<file path="config.mk">
export PLATFORM = sky130hd
export DESIGN_NAME = tdm_demux_rx
export DESIGN_NICKNAME = d
export VERILOG_FILES = /design/src/rtl/tdm_demux_rx.sv
export SDC_FILE = /design/constraint.sdc
export NUM_CORES = 1
export LEC_CHECK = 0
export CAP_MARGIN = 20
export CORE_MARGIN = 2
export CORE_UTILIZATION = 49
export DETAILED_ROUTE_END_ITERATION = 10
export PLACE_DENSITY = 0.83
export SYNTH_ARGS = -nofsm -noshare
export SYNTH_HDL_FRONTEND = slang
export SYNTH_SLANG_ARGS = --single-unit
export TNS_END_PERCENT = 100
</file>
<file path="constraint.sdc">
create_clock -name clk -period 2.7 [get_ports clk]
set_input_delay 0.27 -clock clk [delete_from_list [all_inputs] [get_ports clk]]
set_output_delay 0.27 -clock clk [all_outputs]
set_load 0.005 [all_outputs]
</file>
<file path="src/rtl/tdm_demux_rx.sv">
// TDM receive demultiplexer: locks onto the start-of-frame marker and steers
// each accepted sample into its per-channel register with a one-cycle strobe.

module tdm_demux_ch #(
   parameter int WIDTH = 8
) (
   input  logic             clk,
   input  logic             rst,
   input  logic             wr,
   input  logic [WIDTH-1:0] d,
   output logic [WIDTH-1:0] q,
   output logic             stb
);
   always_ff @(posedge clk) begin
      if (rst) begin
         q   <= '0;
         stb <= 1'b0;
      end else begin
         stb <= wr;
         if (wr) q <= d;
      end
   end
endmodule

module tdm_demux_rx #(
   parameter int WIDTH = 8,
   parameter int NCH   = 4
) (
   input  logic               clk,
   input  logic               rst,
   input  logic [WIDTH-1:0]   din,
   input  logic               din_valid,
   input  logic               sof,
   output logic [NCH*WIDTH-1:0] ch_data,
   output logic [NCH-1:0]     ch_valid,
   output logic               frame_done,
   output logic               sync_err,
   output logic               locked
);
   localparam int SW = (NCH > 1) ? $clog2(NCH) : 1;
   localparam logic [SW-1:0] LAST = SW'(NCH - 1);

   typedef enum logic {HUNT = 1'b0, LOCKED = 1'b1} state_t;

   state_t          state;
   logic [SW-1:0]   slot;
   logic [NCH-1:0]  wr_sel;

   // Any qualified sof lands in channel 0 (relock or early-sof recovery);
   // plain samples only land while locked and mid-frame.
   always_comb begin
      wr_sel = '0;
      if (din_valid) begin
         if (sof)
            wr_sel[0] = 1'b1;
         else if (state == LOCKED && slot != '0)
            for (int k = 1; k < NCH; k++)
               if (slot == SW'(k)) wr_sel[k] = 1'b1;
      end
   end

   always_ff @(posedge clk) begin
      if (rst) begin
         state      <= HUNT;
         slot       <= '0;
         frame_done <= 1'b0;
         sync_err   <= 1'b0;
         locked     <= 1'b0;
      end else begin
         frame_done <= 1'b0;
         sync_err   <= 1'b0;
         if (din_valid) begin
            case (state)
               HUNT: begin
                  if (sof) begin
                     state  <= LOCKED;
                     locked <= 1'b1;
                     slot   <= SW'(1);
                  end
               end
               LOCKED: begin
                  if (sof) begin
                     sync_err <= (slot != '0);
                     slot     <= SW'(1);
                  end else if (slot == '0) begin
                     sync_err <= 1'b1;
                     state    <= HUNT;
                     locked   <= 1'b0;
                  end else if (slot == LAST) begin
                     frame_done <= 1'b1;
                     slot       <= '0;
                  end else begin
                     slot <= slot + SW'(1);
                  end
               end
               default: begin
                  state  <= HUNT;
                  locked <= 1'b0;
                  slot   <= '0;
               end
            endcase
         end
      end
   end

   for (genvar k = 0; k < NCH; k++) begin : g_ch
      tdm_demux_ch #(.WIDTH(WIDTH)) u_ch (
         .clk (clk),
         .rst (rst),
         .wr  (wr_sel[k]),
         .d   (din),
         .q   (ch_data[k*WIDTH +: WIDTH]),
         .stb (ch_valid[k])
      );
   end
endmodule
</file>
; Yosys cells after proc, flatten, opt, wreduce, memory -nomap -nowiden
; Cells that the tools add are included.
; W data, S select, Z words.
[totals]
register_bits = 42
input_bits = 12
out_inout_bits = 39
word_cells = 51
[classes]
add_sub_neg = 1
n_eq_ne = 7
n_mux = 21
bitwise_logic = 2
n_reduce_logical = 7
[ops]
columns = op, count
row1 = $mux W1, 11
row2 = $mux W2, 4
row3 = $mux W3, 2
row4 = $reduce_or A5 Y1, 1
row5 = $eq A2 B2 Y1 const B, 2
row6 = $mux W4, 1
row7 = $ne A2 B2 Y1 const B, 2
row8 = $pmux W1 S2, 2
row9 = $pmux W2 S2, 1
row10 = $reduce_and A4 Y1, 1
row11 = $ne A3 B3 Y1 const B, 1
row12 = $reduce_and A3 Y1, 1
row13 = $reduce_or A3 Y1, 1
row14 = $add A2 B1 Y2 const B, 1
row15 = $eq A2 B1 Y1 const B, 1
row16 = $logic_not A2 Y1, 1
row17 = $ne A2 B1 Y1 const B, 1
row18 = $not A1 Y1, 2
row19 = $reduce_bool A2 Y1, 1
row20 = $logic_and A1 B1 Y1, 1

; Longest topological paths before layout
; Gate-level depths: netlist (run 1).
[logic_depth]
ltp_word = 5
ltp_mapped = 7
mapped_depth_nobuf = 5

; Modules after synthesis
; From an unflattened synthesis (run 1), not the netlist that was laid out.
[hier_totals]
hier_cells = 146
area_unflattened_um2 = 1581.5
[by_module_without_submodules]
columns = module, instances, cells_per_inst, area_per_inst_um2, seq_area_each_um2
row1 = tdm_demux_ch, 4, 28, 312.8, 180.2
row2 = tdm_demux_rx, 1, 34, 330.3, 120.1

; Worst setup path before layout (run 1)
; OpenSTA, ideal clock, no wires.
[synth_path]
kind = register -> register
from = register slot[0]
to = register g_ch[1].u_ch.q[0]
setup_time_ns = 0.072
t_arrival_ns = 1.463
required_ns = 2.628
slack_ns = 1.166
path_stages_with_launch = 8
path_buffers = 2
period_less_slack_ns = 1.534
cell_sequence = dfxtp_1 > inv_1 > ha_1 > and4bb_1 > buf_4 > and2_4 > buf_6 > mux2i_1
[synth_between]
elab_chain_cells = 5
elab_cells_between_ends = 7
classes_between = eq/ne: 1 / mux: 4 / reduce/logical: 2
[synth_lines]
columns = item, line_no
row1 = "start, declared", 46  ; logic [SW-1:0] slot;
row2 = "start signal, assigned", 93  ; slot <= slot + SW'(1);
row3 = $eq A2 B1 Y1 or $reduce_bool A2 Y1 (tied branches), "58, 56"
row4 = $mux W1 or $logic_and A1 B1 Y1 (tied branches), "58, 56"
row5 = $mux W3 *, 56  ; else if (state == LOCKED && slot != '0)
row6 = $mux W3 *, 54  ; if (sof)
row7 = $mux W4 *, 53  ; if (din_valid) begin
row8 = "end signal, assigned", 16  ; q <= '0;
row9 = "end signal, assigned", 20  ; if (wr) q <= d;
row10 = "end, declared", 11  ; output logic [WIDTH-1:0] q,
; Mark *: on every way between the ends. The rest lies on a longest branch, timed or not.
; A chain may end at the register's enable or synchronous reset.

; Final worst setup path (run 1)
[layout_path]
from = register slot[0]
to = register g_ch[1].u_ch.q[1]
; Same word-level chain as after synthesis.

==> reports/qor.yml, run 1 <==
sta:
  max_freq_mhz: 579
  fin_skew_ps: 6.45
  fin_tns_setup_ps: 0
  slew_headroom_pct: 72.4
  min_period_over_period_pct: 63.9
  worst_pin_slew_ps: 413
  min_period_ps: 1730
  slew_viol_final: 0
  hold_viol: 0
  finalSetupViolCount: 0
  grt_setup_unrepaired: "false"
worst_setup_path:
  cp_slowest_cell: "dfxtp_1"
  cp_top_family: "simple AND/OR/NAND/NOR gates"
  critPathArrivalTime_ps: 1990
  slowest_delay_ps: 410
  critPathLaunchType: "flip-flop"
  crit_type: "flip-flop to flip-flop"
  worstPathRequired_ps: 2970
  crit_chain: "inv_1 -> ha_1 -> and4bb_1 -> and2_4 -> mux2i_1"
  crit_path_max_fanout: 9
  cp-end-kind: "flip-flop"
  critPathBufInv: 1
clock_tree:
  cts_tree: "done"
  post_cts_buffers: 0
  htreeDepth: 2
  cts_buffer_depth: 2
  cts.sinks: 42
  cts-buffers-inserted: 5
  cts.clk_slew.worst_paths_ps: 110
  cts-root-buf: "clkbuf_4"
  hold_buffers: 0
  clkLatencyLatePin_ps: 330
  cts_resized: 0
global_routing:
  antenna_found_initial: 0
  grt_pass1_wl_mm: 6.28
  grt_max_degree: 52
  grt_pass1_vias: 1342
  track_usage_pct: 20.2
  grt_remaining_overflow: 0
synthesis:
  synthCells: 167
  synth_area_leader_cell: "dfxtp_1"
  yosysMostFrequentCell: "dfxtp_1"
  postSynthAreaPerCell_um2: 10.0
  yosys_register_bits: 42
  ys_seq_area_share_pct: 50.1
  async_reset_ff_share_pct: 0
  yosys-top-cells-count: "dfxtp_1 (42), nand2b_1 (33), mux2i_1 (24)"
  synth.area.top_cells: "dfxtp_1 (50%), mux2i_1 (14%), nand2b_1 (12%), nand2_1 (4.3%), ha_1 (3.7%)"
  yosysTopAreaCellShare_pct: 50.1
  synth_cell_type_count: 24
  yosys_warnings: 0
  syn_nets: 184
  netlist_area_um2: 1680
  synth_edf_count: 0
  synthFlopType: "dfxtp_1"
place:
  place_area_um2: 2170
  gp_congestion: 0.715
  port_buffers: 50
  dpl.hpwl_mm: 2.67
  dp_cells: 252
cells_and_area:
  synthToLayoutAreaGrowth_pct: 32.1
  finalNonFillerCells: 259
  n_antenna_cell: 0
  drive_gt1_share_pct: 4.23
  final_cell_area_um2: 2220
  fin_nets: 230
  final_core_util_pct: 66.9
floorplan:
  start_util_pct: 50.7
  die_width_um: 62.5
  num_rows: 21
  core_um2: 3310
  fp.dieH_um: 62.5
  ioPinCount: 51
  dieArea_um2: 3910
route:
  drc: 0
  ant_nets: 0
  viasPerCell: 4.83
  drt-pass1-iter-count: 4
  avgRoutedWirePerCell_um: 14.1
  vias: 1250
  wl_mm: 3.65
  drt_iter0_drc: 45
power_and_ir_drop:
  ir_drop_mv: 0.371
  p_per_area_nw_per_um2: 452
  p_leak_nw: 0.895
min_path:
  hp-class: "flip-flop to flip-flop"
flow_run:
  drv_cap: 0
status:
  status: "completed"
==> sequential cells by signal, summed over array words and instances, names as in the netlist <==
signal         cells
g_ch.u_ch.stb      4
state              1
g_ch.u_ch.q       32
sync_err           1
frame_done         1
locked             1
slot               2
==> report_power, final <==
part	internal (mW)	total, mW	switching (mW)
sequential	0.629	0.636	0.00709
combinational	0.0472	0.0884	0.0412
clock	0.0985	0.277	0.179
total	0.775	1.00	0.227
==> layout make-up <==
class / instances / area [um^2]
clock buffers: 7 / 45.0
fillers: 291 / 1090
inverters: 3 / 11.3
multi-input cells: 110 / 753
flip-flops and latches: 42 / 841
well taps: 46 / 57.6
repair buffers: 51 / 508
==> metrics by stage <==
stage	hold WS, ps	power (mW)	worst slack [ps]
after floorplan	384	0.692	1170
after global placement	447	0.733	1000
after detailed placement	454	0.738	918
after CTS	470	1.01	957
after global routing	492	1.05	835
final	469	1.00	974
==> cells by family after synthesis <==
family | synth area share (%)
buf+inv | 5.00
flops | 50.1
compound gates | 5.00
simple gates | 21.8
fa+ha+maj | 3.73
mux | 14.3
==> metal layers <==
layer  GRT usage, %  vias to the layer above  share of wire, %
li1               -                      631                 -
met1           23.6                      580                45
met2           36.4                       39                50
met3           6.49                        0               5.4
met4           3.33                        0                 0
met5              0                        -                 0
==> final timing paths <==
path	end	from	slack [ps]	cells after the start
setup / recovery	g_ch[1].u_ch.q[1]$_SDFFE_PP0P_	slot[0]$_SDFFE_PP0P_	970	5
hold / removal	g_ch[0].u_ch.q[4]$_SDFFE_PP0P_	g_ch[0].u_ch.q[4]$_SDFFE_PP0P_	470	2
setup reg to reg	g_ch[1].u_ch.q[1]$_SDFFE_PP0P_	slot[0]$_SDFFE_PP0P_	970	5
hold reg to reg	g_ch[0].u_ch.q[4]$_SDFFE_PP0P_	g_ch[0].u_ch.q[4]$_SDFFE_PP0P_	470	2
==> worst min-delay path, delay by kind of cell (launching register included) <==
kind / cells / cell delay, ps
compound gates: 1 / 50
simple gates: 1 / 50
flops: 1 / 330
==> placed cells by master (no fill, tap or decap) <==
master,synthesis,routed
o21a_1,1,1
clkbuf_1,5,2
a311oi_1,1,1
mux2i_1,24,24
clkdlybuf4s50_1,0,50
nor2b_1,1,1
inv_1,3,3
a211oi_1,1,1
nand3b_1,2,2
and2_1,1,1
ha_1,5,5
nor3_1,1,1
nor2_1,6,6
and2_4,1,1
nand2_2,2,2
dfxtp_1,42,42
nand2_1,19,19
nand2b_1,33,33
o31ai_1,1,1
a21oi_1,9,9
and4bb_1,1,1
clkbuf_4,0,5
buf_4,5,1
a21boi_0,1,1
Note: power is estimated with default switching activity, not from simulation.
==> run 2, diff against run 1 <==
--- a/config.mk
+++ b/config.mk
@@ -7,9 +7,9 @@
 export LEC_CHECK = 0
 export CAP_MARGIN = 20
 export CORE_MARGIN = 2
-export CORE_UTILIZATION = 49
+export CORE_UTILIZATION = 46
 export DETAILED_ROUTE_END_ITERATION = 10
-export PLACE_DENSITY = 0.83
+export PLACE_DENSITY = 0.79
 export SYNTH_ARGS = -nofsm -noshare
 export SYNTH_HDL_FRONTEND = slang
 export SYNTH_SLANG_ARGS = --single-unit
==> constraint.sdc (replaced) <==
create_clock -name clk -period 1.6 [get_ports clk]
set_input_delay 0.16 -clock clk [delete_from_list [all_inputs] [get_ports clk]]
set_output_delay 0.16 -clock clk [all_outputs]
set_load 0.005 [all_outputs]
==> run 2 against run 1 <==
Net effect: critical path depth unchanged; global-route usage down 0.41 points; flip-flop and latch count unchanged; clock power rose to 2.5 times the previous value; sequential share of layout area down 1.8 points; clock skew up 2.4 ps; first-iteration DRC count down 13%; wire length up 4.2%.
==> reports/qor.yml, run 2 (synthesis gave the netlist of run 1 again) <==
place:
  dpl.hpwl_mm: 2.71  # was 2.67 mm
  port_buffers: 50  # unchanged
  gp_congestion: 0.773  # was 0.715
  place_area_um2: 2210  # was 2170 um^2
power_and_ir_drop:
  ir_drop_mv: 0.525  # was 0.371 mV
  swShare_pct: 21.3  # was 22.7%
  power.share.clock_pct: 36.0  # was 27.7%
  p_sw_mw: 0.411  # was 0.227 mW
  p_per_area_nw_per_um2: 827  # was 452 nW/um^2
  intPower_mw: 1.52  # was 0.775 mW
  p_leak_nw: 0.966  # was 0.895 nW
  power.total_mw: 1.93  # was 1.00 mW
  sequentialPowerShare_pct: 55.7  # was 63.5%
  pwr-share-comb_pct: 8.4  # was 8.8%
sta:
  slew_viol_final: 0  # unchanged
  finalSetupViolCount: 0  # unchanged
  max_freq_mhz: 660  # was 579 MHz
  hold_viol: 0  # unchanged
  min_period_over_period_pct: 94.7  # was 63.9%
  fin_tns_setup_ps: 0  # unchanged
  worst_pin_slew_ps: 325  # was 413 ps
  grt_setup_unrepaired: "false"  # unchanged
  fin_skew_ps: 8.87  # was 6.45 ps
  worst_hold_slack_ps: 384  # was 469 ps
  slew_headroom_pct: 78.2  # was 72.4%
  min_period_ps: 1510  # was 1730 ps
floorplan:
  die_width_um: 64.4  # was 62.5 um
  num_rows: 21  # unchanged
  fp.dieH_um: 64.4  # was 62.5 um
  core_um2: 3420  # was 3310 um^2
  dieArea_um2: 4150  # was 3910 um^2
  start_util_pct: 49.1  # was 50.7%
  ioPinCount: 51  # unchanged
global_routing:
  grt_pass1_vias: 1309  # was 1342
  grt_remaining_overflow: 0  # unchanged
  antenna_found_initial: 0  # unchanged
  grt_max_degree: 52  # unchanged
  track_usage_pct: 19.8  # was 20.2%
  grt_pass1_wl_mm: 6.20  # was 6.28 mm
route:
  drc: 0  # unchanged
  avgRoutedWirePerCell_um: 14.3  # was 14.1 um
  viasPerCell: 4.86  # was 4.83
  ant_nets: 0  # unchanged
  drt-pass1-iter-count: 4  # unchanged
  drt_iter0_drc: 39  # was 45
  vias: 1293  # was 1250
  wl_mm: 3.80  # was 3.65 mm
worst_setup_path:
  cp_top_family: "simple AND/OR/NAND/NOR gates"  # unchanged
  slowest_delay_ps: 390  # was 410 ps
  cp_slowest_cell: "and4bb_4"  # was dfxtp_1
  cp-end-kind: "flip-flop"  # unchanged
  crit_chain: "inv_1 -> ha_2 -> and4bb_4 -> nand2_2 -> mux2i_1"  # was inv_1 -> ha_1 -> and4bb_1 -> and2_4 -> mux2i_1
  path_depth: 5  # unchanged
  worstPathRequired_ps: 1830  # was 2970 ps
  crit_path_max_fanout: 9  # unchanged
  critPathArrivalTime_ps: 1740  # was 1990 ps
  critPathBufInv: 1  # unchanged
  critPathLaunchType: "flip-flop"  # unchanged
  crit_type: "flip-flop to flip-flop"  # unchanged
  rr_worst_depth: 5  # unchanged
clock_tree:
  cts_buffer_depth: 2  # unchanged
  clkLatencyLatePin_ps: 350  # was 330 ps
  cts_tree: "done"  # unchanged
  cts.sinks: 42  # unchanged
  cts.clk_slew.worst_paths_ps: 120  # was 110 ps
  hold_buffers: 0  # unchanged
  cts-root-buf: "clkbuf_4"  # unchanged
  cts-buffers-inserted: 5  # unchanged
  htreeDepth: 2  # unchanged
cells_and_area:
  final_cell_area_um2: 2330  # was 2220 um^2
  top_regs: "g_ch.u_ch.q: 32 flops, g_ch.u_ch.stb: 4 flops, slot: 2 flops"  # unchanged
  nFillCells: 284  # was 291
  drive_gt1_share_pct: 10.0  # was 4.23%
  final_cell_mix: "clkdlybuf4s50_1 (50), dfxtp_1 (40), nand2b_1 (33), mux2i_1 (24), nand2_1 (19)"  # was clkdlybuf4s50_1 (50), dfxtp_1 (42), nand2b_1 (33), mux2i_1 (24), nand2_1 (19)
  final_common_cell: "clkdlybuf4s50_1"  # unchanged
  synthToLayoutAreaGrowth_pct: 38.9  # was 32.1%
  n_antenna_cell: 0  # unchanged
  fin_nets: 237  # was 230
  largest_register_ffs: 32  # unchanged
  top_register: "g_ch.u_ch.q"  # unchanged
min_path:
  min_path_cells: 3  # was 2
  hp-class: "input pin to flip-flop"  # was flip-flop to flip-flop
flow_run:
  drv_cap: 0  # unchanged
status:
  status: "completed"  # unchanged
[run 2: cell types whose count changed in the layout (fill, tap and decap cells not counted), sizes merged]
cell and delta:
buf +6, and2 +1, clkbuf -1, bufinv +1
[run 2: layout make-up]
type / instances / area, um^2 / area share (%)
flip-flops and latches: 42 / 843 / 36.2
clock buffers: 6 / 51.3 / 2.20
clock inverters: 1 / 30.0 / 1.29
multi-input cells: 111 / 772 / 33.1
inverters: 3 / 11.3 / 0.483
repair buffers: 57 / 566 / 24.3
well taps: 46 / 57.6 / 2.47
[run 2: metrics by stage]
stage	worst slack, ps	util, %	cells
2_1_floorplan	65.8	-	167
3_3_place_gp	64.8	64.8	256
3_5_place_dp	-42.3	64.8	256
4_1_cts	-0.697	67.6	264
5_1_grt	23.5	68.2	266
6_report	85.5	68.2	266
[run 2: path summary, 6_finish.rpt]
check / endpoint / slack, ps / from
max reg2reg: g_ch[2].u_ch.q[1]$_SDFFE_PP0P_ / 90 / slot[1]$_SDFFE_PP0P_
min reg2reg: g_ch[0].u_ch.q[5]$_SDFFE_PP0P_ / 470 / g_ch[0].u_ch.q[5]$_SDFFE_PP0P_
min: g_ch[0].u_ch.q[4]$_SDFFE_PP0P_ / 380 / din[4]
max: g_ch[2].u_ch.q[1]$_SDFFE_PP0P_ / 90 / slot[1]$_SDFFE_PP0P_
[run 2: metal layers]
layer  part of all wire, %  global-route usage (%)
met5                     0                       0
met4                   1.4                    7.18
met3                   6.2                    7.39
met2                    48                    33.1
met1                    45                    23.1
[run 2: power groups by stage]
stage	logic, mW	clock network, mW	registers, mW
6_report	0.162	0.693	1.07
3_3_place_gp	0.154	0	1.09
5_1_grt	0.176	0.737	1.07
2_1_floorplan	0.0714	0	1.10
4_1_cts	0.160	0.707	1.07
3_5_place_dp	0.158	0	1.10
[run 2: timing repair]
item	in CTS	in global routing
resized for setup	3	3
setup endpoints to repair	23	17
pin swaps	2	2
cloned	1	0
setup buffers	0	2
[run 2: worst min-delay path, cell delays in order]
cell             delay, ps
clkdlybuf4s50_1        420
nand2_1                 60
a21oi_1                 50
==> run 3, diff against run 2 <==
--- a/config.mk
+++ b/config.mk
@@ -6,7 +6,7 @@
 export NUM_CORES = 1
 export LEC_CHECK = 0
 export CAP_MARGIN = 20
-export CORE_MARGIN = 2
+export CORE_MARGIN = 4
 export CORE_UTILIZATION = 46
 export DETAILED_ROUTE_END_ITERATION = 10
 export PLACE_DENSITY = 0.79
==> run 3 against run 2 <==
Net effect: setup slack better by 16 ps; total power is 11% lower; largest cell class unchanged; core utilization is 1.4 points lower; sequential power hardly changed; non-clock buffer count is 2 lower; highest routed layer unchanged.
==> reports/qor.yml, run 3 (synthesis gave the netlist of run 1 again) <==
route:
  viasPerCell: 4.97  # was 4.86
  vias: 1311  # was 1293
  drt-pass1-iter-count: 4  # unchanged
  drc: 0  # unchanged
  avgRoutedWirePerCell_um: 14.6  # was 14.3 um
  wl_mm: 3.84  # was 3.80 mm
  ant_nets: 0  # unchanged
  drt_iter0_drc: 105  # was 39
worst_setup_path:
  rr_worst_depth: 5  # unchanged
  critPathArrivalTime_ps: 1770  # was 1740 ps
  r2r-start: "slot[1]$_SDFFE_PP0P_"  # unchanged
  cp-end-kind: "flip-flop"  # unchanged
  slowest_delay_ps: 410  # was 390 ps
  worstPathRequired_ps: 1870  # was 1830 ps
  crit_path_max_fanout: 6  # was 9
  critPathBufInv: 1  # unchanged
  crit_chain: "inv_2 -> ha_4 -> and4bb_4 -> and2_4 -> mux2i_1"  # was inv_1 -> ha_2 -> and4bb_4 -> nand2_2 -> mux2i_1
  critPathLaunchType: "flip-flop"  # unchanged
  cp_top_family: "simple AND/OR/NAND/NOR gates"  # unchanged
  critical_path.endpoint: "g_ch[1].u_ch.q[5]$_SDFFE_PP0P_"  # was g_ch[2].u_ch.q[1]$_SDFFE_PP0P_
  r2r_slack_ps: 100  # was 90 ps
  cp_slowest_cell: "and4bb_4"  # unchanged
  crit_type: "flip-flop to flip-flop"  # unchanged
  path_depth: 5  # unchanged
  r2r-end: "g_ch[1].u_ch.q[5]$_SDFFE_PP0P_"  # was g_ch[2].u_ch.q[1]$_SDFFE_PP0P_
  cp-startpoint: "slot[1]$_SDFFE_PP0P_"  # unchanged
place:
  dpl.hpwl_mm: 2.90  # was 2.71 mm
  dp_cells: 255  # was 256
  place_area_um2: 2190  # was 2210 um^2
  gp_congestion: 0.841  # was 0.773
  port_buffers: 50  # unchanged
  place_ws_ps: -97.4  # was -42.3 ps
clock_tree:
  cts.sinks: 42  # unchanged
  cts-root-buf: "clkbuf_4"  # unchanged
  cts.clk_slew.worst_paths_ps: 120  # about the same
  htreeDepth: 2  # unchanged
  cts_buffer_depth: 2  # unchanged
  cts-buffers-inserted: 5  # unchanged
  cts_tree: "done"  # unchanged
  clkLatencyLatePin_ps: 340  # was 350 ps
cells_and_area:
  synthToLayoutAreaGrowth_pct: 36.2  # was 38.9%
  final_core_util_pct: 66.9  # was 68.2%
  final_cell_area_um2: 2280  # was 2330 um^2
  drive_gt1_share_pct: 9.63  # was 10.0%
  register_area_um2: 843  # unchanged
  n_antenna_cell: 0  # unchanged
  largest_register_ffs: 32  # unchanged
  fin_nets: 235  # was 237
  finalNonFillerCells: 264  # was 266
  multi_input_area_um2: 787  # was 772 um^2
  nFillCells: 283  # was 284
  top_register: "g_ch.u_ch.q"  # unchanged
  final_common_cell: "clkdlybuf4s50_1"  # unchanged
  top_regs: "g_ch.u_ch.q: 32 flops, g_ch.u_ch.stb: 4 flops, slot: 2 flops"  # unchanged
  final_cell_mix: "clkdlybuf4s50_1 (50), dfxtp_1 (40), nand2b_1 (33), mux2i_1 (24), nand2_1 (19)"  # unchanged
floorplan:
  dieArea_um2: 4680  # was 4150 um^2
  die_width_um: 68.4  # was 64.4 um
  start_util_pct: 49.1  # unchanged
  ioPinCount: 51  # unchanged
  num_rows: 21  # unchanged
  fp.dieH_um: 68.4  # was 64.4 um
  core_um2: 3420  # unchanged
sta:
  fin_tns_setup_ps: 0  # unchanged
  grt_setup_unrepaired: "false"  # unchanged
  fin_skew_ps: 8.97  # was 8.87 ps
  slew_headroom_pct: 78.2  # about the same
  fin_ws_ps: 101  # was 85.5 ps
  finalSetupViolCount: 0  # unchanged
  min_period_ps: 1500  # was 1510 ps
  max_freq_mhz: 667  # was 660 MHz
  hold_viol: 0  # unchanged
  worst_pin_slew_ps: 326  # was 325 ps
  min_period_over_period_pct: 93.7  # was 94.7%
  slew_viol_final: 0  # unchanged
global_routing:
  antenna_found_initial: 0  # unchanged
  grt_pass1_vias: 1357  # was 1309
  track_usage_pct: 17.6  # was 19.8%
  grt_max_degree: 30  # was 52
  grt_remaining_overflow: 0  # unchanged
  grt_pass1_wl_mm: 6.11  # was 6.20 mm
power_and_ir_drop:
  p_per_area_nw_per_um2: 750  # was 827 nW/um^2
  sequentialPowerShare_pct: 62.6  # was 55.7%
  swShare_pct: 23.7  # was 21.3%
  p_sw_mw: 0.406  # was 0.411 mW
  intPower_mw: 1.31  # was 1.52 mW
  pwr-share-comb_pct: 9.3  # was 8.4%
  power.share.clock_pct: 28.1  # was 36.0%
  p_leak_nw: 0.955  # was 0.966 nW
  ir_drop_mv: 0.497  # was 0.525 mV
flow_run:
  drv_cap: 0  # unchanged
status:
  status: "completed"  # unchanged
min_path:
  hp-class: "input pin to flip-flop"  # unchanged
run 3: repair_timing:
action | in CTS | in global routing
gates cloned | 1 | 0
resized for setup | 5 | 4
hold buffers | 0 | 0
endpoints found under the hold margin | 0 | 0
endpoints found under the setup margin | 27 | 9
buffers inserted | 0 | 1
pin swaps | 2 | 2
run 3: per-layer routing:
metal  share of wire (%)  vias up  track usage (%)
met5                   0        -                0
met4                 1.7        0             6.95
met3                 5.5        8             4.27
met2                  49       43             30.2
met1                  44      614             21.0
li1                    -      646                -
run 3: worst min-delay path by stage:
stage	start	end	slack, ps	cells past startpoint
floorplan	din_valid	state$_SDFFE_PP0P_	270	1
global placement	g_ch[0].u_ch.q[5]$_SDFFE_PP0P_	g_ch[0].u_ch.q[5]$_SDFFE_PP0P_	440	2
detailed placement	g_ch[0].u_ch.q[4]$_SDFFE_PP0P_	g_ch[0].u_ch.q[4]$_SDFFE_PP0P_	450	2
CTS	din[2]	g_ch[0].u_ch.q[2]$_SDFFE_PP0P_	380	3
global route	din[5]	g_ch[0].u_ch.q[5]$_SDFFE_PP0P_	390	3
finish	din[2]	g_ch[0].u_ch.q[2]$_SDFFE_PP0P_	390	3
run 3: power by group through the flow:
stage / Sequential [mW] / Combinational (mW) / Clock (mW)
6_report: 1.07 / 0.160 / 0.481
4_1_cts: 1.07 / 0.159 / 0.491
2_1_floorplan: 1.10 / 0.0714 / 0
5_1_grt: 1.07 / 0.176 / 0.534
3_3_place_gp: 1.09 / 0.149 / 0
3_5_place_dp: 1.10 / 0.156 / 0
run 3: cell type report:
class,instances,area share (%)
Clock buffer,5,1.64
Clock inverter,2,0.438
Inverter,3,0.493
Multi-Input combinational cell,111,34.4
Sequential cell,42,36.9
Tap cell,46,2.52
Timing Repair Buffer,55,23.5
run 3: per-stage QoR:
step	power, mW	hold slack [ps]
final	1.71	392
after global routing	1.78	386
after CTS	1.72	381
after detailed placement	1.25	454
after global placement	1.24	442
after floorplan	1.17	274
run 3: worst register-to-register path: cells and delay by family (launching register included):
family	cells	cell delay [ps]
adders and majority gates	1	170
buffers and inverters	1	70
DFF	1	370
muxes	1	190
and+or+nand+nor	2	630
